--- config.mk ---
export PLATFORM = sky130hd
export DESIGN_NAME = slant_link_rx_flat
export DESIGN_NICKNAME = d
export VERILOG_FILES = /design/src/rtl/slant_link_rx_if.sv /design/src/rtl/slant_link_rx.sv /design/src/flat_wrapper.sv
export SDC_FILE = /design/constraint.sdc
export NUM_CORES = 1
export LEC_CHECK = 0
export CORE_ASPECT_RATIO = 1.1
export CORE_MARGIN = 4
export CORE_UTILIZATION = 40
export DETAILED_ROUTE_END_ITERATION = 8
export PLACE_DENSITY_LB_ADDON = 0.08
export RECOVER_POWER = 25
export SLEW_MARGIN = 15
export SYNTH_ARGS = -nofsm -noshare
export SYNTH_HDL_FRONTEND = slang
export SYNTH_SLANG_ARGS = --single-unit
--- constraint.sdc ---
create_clock -name Cclk -period 7.4 [get_ports Cclk]
set_clock_uncertainty 0.15 [all_clocks]
set_input_delay 0.74 -clock Cclk [delete_from_list [all_inputs] [get_ports Cclk]]
set_output_delay 0.74 -clock Cclk [all_outputs]
set_load 0.01 [all_outputs]
--- src/rtl/slant_link_rx_if.sv ---
// rtl/slant_link_rx_if.sv - lane symbol input and pixel write output bundle for slant_link_rx
interface slant_link_rx_if;
  // Link side: one strobe qualifies all four lane symbols
  logic        RecValid;
  logic [5:0]  Rec0Data;
  logic [5:0]  Rec1Data;
  logic [5:0]  Rec2Data;
  logic [5:0]  Rec3Data;

  // Frame store side: pixel pair writes and link status
  logic        PixWrEn;
  logic [15:0] PixWrAddr;
  logic [19:0] PixYData;
  logic [19:0] PixCData;
  logic        FrameStart;
  logic        FrameId;
  logic        FrameDone;
  logic        Locked;
  logic        SyncErr;
  logic [11:0] RxLineCount;
  logic [15:0] SyncErrCount;
  logic [15:0] DataErrCount;

  // Symbol source (link PHY or bench)
  modport master (
    output RecValid, Rec0Data, Rec1Data, Rec2Data, Rec3Data,
    input  PixWrEn, PixWrAddr, PixYData, PixCData,
    input  FrameStart, FrameId, FrameDone, Locked, SyncErr,
    input  RxLineCount, SyncErrCount, DataErrCount
  );

  // Receiver
  modport slave (
    input  RecValid, Rec0Data, Rec1Data, Rec2Data, Rec3Data,
    output PixWrEn, PixWrAddr, PixYData, PixCData,
    output FrameStart, FrameId, FrameDone, Locked, SyncErr,
    output RxLineCount, SyncErrCount, DataErrCount
  );
endinterface

--- src/rtl/slant_link_rx.sv ---
// rtl/slant_link_rx.sv - 4-lane slant link receiver: frame hunt, Y/C pair demux, line-header check
// Optional error statistics counters are built when SLANT_RX_STATS_EN is defined.
module slant_link_rx #(
  parameter int          LINE_SYMS = 160,
  parameter int          LINES     = 480,
  parameter logic [23:0] FRAME1    = 24'haab155,
  parameter logic [23:0] FRAME0    = 24'haa8d55,
  parameter logic [7:0]  HSYNC     = 8'h55
) (
  input  logic           Cclk,
  input  logic           rst,
  slant_link_rx_if.slave rx
);

  localparam logic [7:0]  K_LAST  = 8'(LINE_SYMS - 1);
  localparam logic [11:0] LINES_L = 12'(LINES);

  typedef enum logic [1:0] {
    S_HUNT  = 2'd0,
    S_DATA  = 2'd1,
    S_LSYNC = 2'd2,
    S_DONE  = 2'd3
  } state_t;

  state_t      state_q, state_d;
  logic [23:0] mark_sr_q, mark_sr_d;
  logic [7:0]  k_q, k_d;
  logic [15:0] addr_q, addr_d;
  logic [11:0] line_q, line_d;
  logic [2:0]  hcnt_q, hcnt_d;
  logic [6:0]  hpat_q, hpat_d;
  logic [19:0] y_q, y_d;

  logic        wr_en_q, wr_en_d;
  logic [15:0] wr_addr_q, wr_addr_d;
  logic [19:0] pix_y_q, pix_y_d;
  logic [19:0] pix_c_q, pix_c_d;
  logic        frame_start_q, frame_start_d;
  logic        frame_id_q, frame_id_d;
  logic        frame_done_q, frame_done_d;
  logic        sync_err_q, sync_err_d;

  // Per-symbol decode: a marker symbol is 6'h3f on every lane; data uses the low 5 bits
  logic        mark;
  logic [23:0] mark_shift;
  logic        hdr_hit;
  logic [19:0] low5;

  assign mark = (rx.Rec0Data == 6'h3f) && (rx.Rec1Data == 6'h3f) &&
                (rx.Rec2Data == 6'h3f) && (rx.Rec3Data == 6'h3f);
  assign mark_shift = {mark_sr_q[22:0], mark};
  assign hdr_hit    = rx.RecValid && ((mark_shift == FRAME1) || (mark_shift == FRAME0));
  assign low5       = {rx.Rec3Data[4:0], rx.Rec2Data[4:0], rx.Rec1Data[4:0], rx.Rec0Data[4:0]};

  // Next-state and output decode; a frame header overrides every other event on its symbol
  always_comb begin
    state_d       = state_q;
    mark_sr_d     = mark_sr_q;
    k_d           = k_q;
    addr_d        = addr_q;
    line_d        = line_q;
    hcnt_d        = hcnt_q;
    hpat_d        = hpat_q;
    y_d           = y_q;
    wr_en_d       = 1'b0;
    wr_addr_d     = wr_addr_q;
    pix_y_d       = pix_y_q;
    pix_c_d       = pix_c_q;
    frame_start_d = 1'b0;
    frame_id_d    = frame_id_q;
    frame_done_d  = 1'b0;
    sync_err_d    = 1'b0;

    if (rx.RecValid) begin
      mark_sr_d = mark_shift;
      if (hdr_hit) begin
        frame_start_d = 1'b1;
        frame_id_d    = (mark_shift == FRAME1);
        state_d       = S_DATA;
        k_d           = 8'd0;
        addr_d        = 16'd0;
        line_d        = 12'd0;
        mark_sr_d     = 24'd0;
      end else begin
        unique case (state_q)
          S_DATA: begin
            if (!k_q[0]) begin
              y_d = low5;
            end else begin
              wr_en_d   = 1'b1;
              wr_addr_d = addr_q;
              pix_y_d   = y_q;
              pix_c_d   = low5;
              addr_d    = addr_q + 16'd1;
            end
            if (k_q == K_LAST) begin
              k_d    = 8'd0;
              line_d = line_q + 12'd1;
              if (line_q + 12'd1 == LINES_L) begin
                frame_done_d = 1'b1;
                state_d      = S_DONE;
              end else begin
                state_d = S_LSYNC;
                hcnt_d  = 3'd0;
                hpat_d  = 7'd0;
              end
            end else begin
              k_d = k_q + 8'd1;
            end
          end
          S_LSYNC: begin
            hpat_d = {hpat_q[5:0], mark};
            hcnt_d = hcnt_q + 3'd1;
            if (hcnt_q == 3'd7) begin
              if ({hpat_q, mark} == HSYNC) begin
                state_d = S_DATA;
                k_d     = 8'd0;
              end else begin
                sync_err_d = 1'b1;
                state_d    = S_HUNT;
              end
            end
          end
          S_HUNT, S_DONE: begin
          end
          default: begin
          end
        endcase
      end
    end
  end

  // State, counters, shift registers and registered output pulses
  always_ff @(posedge Cclk or posedge rst) begin
    if (rst) begin
      state_q       <= S_HUNT;
      mark_sr_q     <= 24'd0;
      k_q           <= 8'd0;
      addr_q        <= 16'd0;
      line_q        <= 12'd0;
      hcnt_q        <= 3'd0;
      hpat_q        <= 7'd0;
      y_q           <= 20'd0;
      wr_en_q       <= 1'b0;
      wr_addr_q     <= 16'd0;
      pix_y_q       <= 20'd0;
      pix_c_q       <= 20'd0;
      frame_start_q <= 1'b0;
      frame_id_q    <= 1'b0;
      frame_done_q  <= 1'b0;
      sync_err_q    <= 1'b0;
    end else begin
      state_q       <= state_d;
      mark_sr_q     <= mark_sr_d;
      k_q           <= k_d;
      addr_q        <= addr_d;
      line_q        <= line_d;
      hcnt_q        <= hcnt_d;
      hpat_q        <= hpat_d;
      y_q           <= y_d;
      wr_en_q       <= wr_en_d;
      wr_addr_q     <= wr_addr_d;
      pix_y_q       <= pix_y_d;
      pix_c_q       <= pix_c_d;
      frame_start_q <= frame_start_d;
      frame_id_q    <= frame_id_d;
      frame_done_q  <= frame_done_d;
      sync_err_q    <= sync_err_d;
    end
  end

`ifdef SLANT_RX_STATS_EN
  logic [15:0] sync_cnt_q, sync_cnt_d;
  logic [15:0] data_cnt_q, data_cnt_d;
  logic        data_err_ev;

  // A data error is a non-header DATA symbol with bit5 set on any lane
  assign data_err_ev = rx.RecValid && !hdr_hit && (state_q == S_DATA) &&
                       (rx.Rec0Data[5] | rx.Rec1Data[5] | rx.Rec2Data[5] | rx.Rec3Data[5]);

  // Saturating error counters
  always_comb begin
    sync_cnt_d = sync_cnt_q;
    data_cnt_d = data_cnt_q;
    if (sync_err_d && (sync_cnt_q != 16'hffff)) begin
      sync_cnt_d = sync_cnt_q + 16'd1;
    end
    if (data_err_ev && (data_cnt_q != 16'hffff)) begin
      data_cnt_d = data_cnt_q + 16'd1;
    end
  end

  // Counter registers, cleared only by reset
  always_ff @(posedge Cclk or posedge rst) begin
    if (rst) begin
      sync_cnt_q <= 16'd0;
      data_cnt_q <= 16'd0;
    end else begin
      sync_cnt_q <= sync_cnt_d;
      data_cnt_q <= data_cnt_d;
    end
  end

  assign rx.SyncErrCount = sync_cnt_q;
  assign rx.DataErrCount = data_cnt_q;
`else
  assign rx.SyncErrCount = 16'h0000;
  assign rx.DataErrCount = 16'h0000;
`endif

  assign rx.PixWrEn     = wr_en_q;
  assign rx.PixWrAddr   = wr_addr_q;
  assign rx.PixYData    = pix_y_q;
  assign rx.PixCData    = pix_c_q;
  assign rx.FrameStart  = frame_start_q;
  assign rx.FrameId     = frame_id_q;
  assign rx.FrameDone   = frame_done_q;
  assign rx.Locked      = (state_q == S_DATA) || (state_q == S_LSYNC);
  assign rx.SyncErr     = sync_err_q;
  assign rx.RxLineCount = line_q;

endmodule

--- src/flat_wrapper.sv ---
// flat-port wrapper written by rule: the top's interface ports become plain ports
module slant_link_rx_flat 
#(
  parameter int          LINE_SYMS = 160,
  parameter int          LINES     = 480,
  parameter logic [23:0] FRAME1    = 24'haab155,
  parameter logic [23:0] FRAME0    = 24'haa8d55,
  parameter logic [7:0]  HSYNC     = 8'h55
)
  (Cclk, rst, rx_RecValid, rx_Rec0Data, rx_Rec1Data, rx_Rec2Data, rx_Rec3Data, rx_PixWrEn, rx_PixWrAddr, rx_PixYData, rx_PixCData, rx_FrameStart, rx_FrameId, rx_FrameDone, rx_Locked, rx_SyncErr, rx_RxLineCount, rx_SyncErrCount, rx_DataErrCount);
  slant_link_rx_if rx_i ();
  input  logic Cclk;
  input  logic rst;
  input wire logic [$bits(rx_i.RecValid)-1:0] rx_RecValid;
  input wire logic [$bits(rx_i.Rec0Data)-1:0] rx_Rec0Data;
  input wire logic [$bits(rx_i.Rec1Data)-1:0] rx_Rec1Data;
  input wire logic [$bits(rx_i.Rec2Data)-1:0] rx_Rec2Data;
  input wire logic [$bits(rx_i.Rec3Data)-1:0] rx_Rec3Data;
  output wire logic [$bits(rx_i.PixWrEn)-1:0] rx_PixWrEn;
  output wire logic [$bits(rx_i.PixWrAddr)-1:0] rx_PixWrAddr;
  output wire logic [$bits(rx_i.PixYData)-1:0] rx_PixYData;
  output wire logic [$bits(rx_i.PixCData)-1:0] rx_PixCData;
  output wire logic [$bits(rx_i.FrameStart)-1:0] rx_FrameStart;
  output wire logic [$bits(rx_i.FrameId)-1:0] rx_FrameId;
  output wire logic [$bits(rx_i.FrameDone)-1:0] rx_FrameDone;
  output wire logic [$bits(rx_i.Locked)-1:0] rx_Locked;
  output wire logic [$bits(rx_i.SyncErr)-1:0] rx_SyncErr;
  output wire logic [$bits(rx_i.RxLineCount)-1:0] rx_RxLineCount;
  output wire logic [$bits(rx_i.SyncErrCount)-1:0] rx_SyncErrCount;
  output wire logic [$bits(rx_i.DataErrCount)-1:0] rx_DataErrCount;
  assign rx_i.RecValid = rx_RecValid;
  assign rx_i.Rec0Data = rx_Rec0Data;
  assign rx_i.Rec1Data = rx_Rec1Data;
  assign rx_i.Rec2Data = rx_Rec2Data;
  assign rx_i.Rec3Data = rx_Rec3Data;
  assign rx_PixWrEn = rx_i.PixWrEn;
  assign rx_PixWrAddr = rx_i.PixWrAddr;
  assign rx_PixYData = rx_i.PixYData;
  assign rx_PixCData = rx_i.PixCData;
  assign rx_FrameStart = rx_i.FrameStart;
  assign rx_FrameId = rx_i.FrameId;
  assign rx_FrameDone = rx_i.FrameDone;
  assign rx_Locked = rx_i.Locked;
  assign rx_SyncErr = rx_i.SyncErr;
  assign rx_RxLineCount = rx_i.RxLineCount;
  assign rx_SyncErrCount = rx_i.SyncErrCount;
  assign rx_DataErrCount = rx_i.DataErrCount;
  slant_link_rx #(.LINE_SYMS(LINE_SYMS), .LINES(LINES), .FRAME1(FRAME1), .FRAME0(FRAME0), .HSYNC(HSYNC)) u_core (.Cclk(Cclk), .rst(rst), .rx(rx_i));
endmodule
==> reports/qor.yml <==
status:
  outcome: "finished with violations"
  violations: "capacitance limit, slew limit"
synth:
  synth_top_cell_by_area: "dfrtp_1"
  synth_top_cell_area_share_pct: 55.9
  ys.flop_type: "dfrtp_1"
  synth_area_leaders: "dfrtp_1 56%, mux2_2 13%, buf_4 3.9%"
  seq_area_frac_synth_pct: 55.9
  synth_seq_cells: 152
  synth_edf_count: 0
  yosysUniqueCellTypes: 50
  synth.avg_cell_area_sq_um: 12.1
  ys_warn_count: 0
  syn-cell-area_sq_mm: 0.00680
  postSynth.asyncResetShare_pct: 100
  syn-instance-count: 564
power:
  p_sw_mw: 0.791
  comb_power_share_pct: 27.8
  switching_share_pct: 28.9
  ir_worst_vdd_mv: 0.168
  powerDensity_mw_per_mm2: 325
  intPower_mw: 1.95
  clockPowerShare_pct: 30.0
  p_seq_share_pct: 42.1
  leakage_nw: 3.82
sta:
  layout_min_cycle_time_ns: 3.93
  fin_tns_setup_ns: 0
  worst_pin_slew_ns: 3.26
  fin_hold_ws_ns: 0.347
  rsz0062_at_grt: "no"
  period_share_pct: 53.2
  slew_headroom_pct: -118
  fmax_ghz: 0.254
  report.final.hold_viol_count: 0
  drv_slew: 75
  setup_viol: 0
min_path:
  hold_path.class: "register to register"
route:
  dr.pass1.iters: 4
  drt-initial-drc-count: 210
  drc: 0
  vias: 4442
  avgViaCountPerCell: 5.04
  wire_per_inst_microns: 16.0
  finalWirelength_microns: 14100
  postRouteAntennaNets: 0
worst_setup_path:
  startpoint_type: "input port"
  critPathRequiredTime_ns: 7.66
  crit_type: "input port to async pin"
  cp_max_fo: 79
  end_kind: "async pin"
  worstPathArrival_ns: 4.19
clock_network:
  cts_inserted_buffers: 17
  h-tree-depth: 4
  post_cts_buffers: 0
  cts_resized: 0
  clk_latency_ns: 0.42
  clock-sinks: 152
  cts-root-buf: "clkbuf_16"
  clkTransAtPathRegs_ns: 0.06
  ctsHoldBuffers: 0
  cts_tree: "built"
  clockBufferDepth: 2
global_route:
  grt_pass1_vias: 4679
  globalRoute.totalOverflow: 0
  grt_pass1_wl_microns: 23900
  grt_max_degree: 80
  grt_usage_pct: 15.5
  antenna_found_initial: 0
die:
  io-pin-count: 133
  fp-row-count: 49
  core_area_sq_mm: 0.0165
  die-area_sq_mm: 0.0191
  start_util_pct: 41.2
  die_y_microns: 145
  die_w_microns: 132
placement:
  portBuffers: 100
  post-dp-hpwl_microns: 9570
  gp_congestion: 0.787
run:
  drv_cap: 1
layout:
  layout-drive-gt1-share_pct: 18.0
  areaGrowthSynthToFinish_pct: 24.1
  final_cell_mix: "152 x dfrtp_1, 78 x mux2_2, 78 x clkdlybuf4s50_1, 54 x nor2_1, 32 x conb_1"
  mostFrequentLayoutCell: "dfrtp_1"
  nNetsFinal: 700
  diodes: 0
## area by class of cell
| class | instances | area (sq um) |
|---|---|---|
| clock buffers | 21 | 470 |
| clock inverters | 10 | 93.8 |
| fillers | 1453 | 8060 |
| inverters | 19 | 72.6 |
| multi-input cells | 370 | 2690 |
| flip-flops and latches | 152 | 3800 |
| well taps | 204 | 255 |
| repair buffers | 106 | 1050 |
## sequential cells by signal (all words and copies together) (netlist names)
signal / cells
u_core.state_q: 2
u_core.rx.RxLineCount: 12
u_core.rx.PixYData: 20
u_core.rx.FrameStart: 1
u_core.rx.PixWrAddr: 16
u_core.rx.PixCData: 20
u_core.rx.PixWrEn: 1
u_core.y_q: 20
u_core.hpat_q: 7
u_core.mark_sr_q: 23
u_core.addr_q: 16
u_core.rx.SyncErr: 1
u_core.hcnt_q: 3
u_core.rx.FrameId: 1
u_core.rx.FrameDone: 1
u_core.k_q: 8
## logic make-up (layout without fill, tap and decap cells)
group / after synthesis / in the layout / share of synthesized area [%]
and+or+nand+nor: 158 / 158 / 12.1
buffers and inverters: 73 / 156 / 6.33
adders and majority gates: 7 / 7 / 1.29
DFF: 152 / 152 / 55.9
muxes: 91 / 91 / 14.8
AOI/OAI and AO/OA: 52 / 52 / 5.59
xor gates and xnor gates: 30 / 30 / 3.86
other: 1 / 32 / 0.0552
## cells in the mapped netlist (9+ instances only)
| cell type | count |
|---|---|
| inv_1 | 18 |
| xnor2_1 | 13 |
| nand2_1 | 29 |
| a21oi_1 | 12 |
| nand4_1 | 19 |
| buf_4 | 35 |
| mux2i_1 | 13 |
| nor2_1 | 54 |
| a22o_1 | 22 |
| clkbuf_1 | 9 |
| xor2_1 | 17 |
| dfrtp_1 | 152 |
| mux2_2 | 78 |
| nand3_1 | 13 |
## critical path, stage by stage
cell and delay [ns]:
dlygate4sd3_1 0.55, clkinvlp_2 1.84, buf_4 1.02
## stage by stage
step | setup slack (ns) | utilization (%) | cell area, sq um | power (mW) | cells
after global routing | 2.78 | 51.1 | 8430 | 2.91 | 882
after floorplan | 2.42 | - | 6920 | 1.61 | 595
after CTS | 3.87 | 51.2 | 8440 | 2.80 | 882
after detailed placement | 3.43 | 47.7 | 7870 | 1.96 | 851
after global placement | 3.49 | 47.7 | 7870 | 1.94 | 851
final | 3.47 | 51.1 | 8430 | 2.74 | 882
## path summary, 6_finish.rpt
check | start | endpoint | slack, ns | cells past startpoint
setup / recovery | rst | u_core.rx.PixWrAddr[9] | 3.47 | 3
hold / removal | u_core.rx.PixCData[11] | u_core.rx.PixCData[11] | 0.35 | 1
setup reg to reg | u_core.mark_sr_q[13] | u_core.y_q[13] | 4.45 | 6
hold reg to reg | u_core.rx.PixCData[11] | u_core.rx.PixCData[11] | 0.35 | 1
max in group Cclk | rx_Rec2Data[3] | u_core.y_q[13] | 3.94 | 7
min in group asynchronous | rst | u_core.mark_sr_q[11] | 1.58 | 2
## power by group through the flow
stage | Sequential, mW | Combinational [mW] | Clock (mW)
2_1_floorplan | 1.20 | 0.408 | 0
3_3_place_gp | 1.16 | 0.771 | 0
3_5_place_dp | 1.18 | 0.787 | 0
4_1_cts | 1.16 | 0.789 | 0.847
5_1_grt | 1.19 | 0.838 | 0.888
6_report | 1.16 | 0.763 | 0.824
## metal layers
layer  track usage, %  wire (microns)  vias to the layer above
met3             4.11             618                       12
met2             24.8            6590                      110
met4             5.91             218                        0
met5                0               0                        -
met1             20.5            6660                     2199
li1                 -               -                     2121
Power figures use the tool's default switching activity.
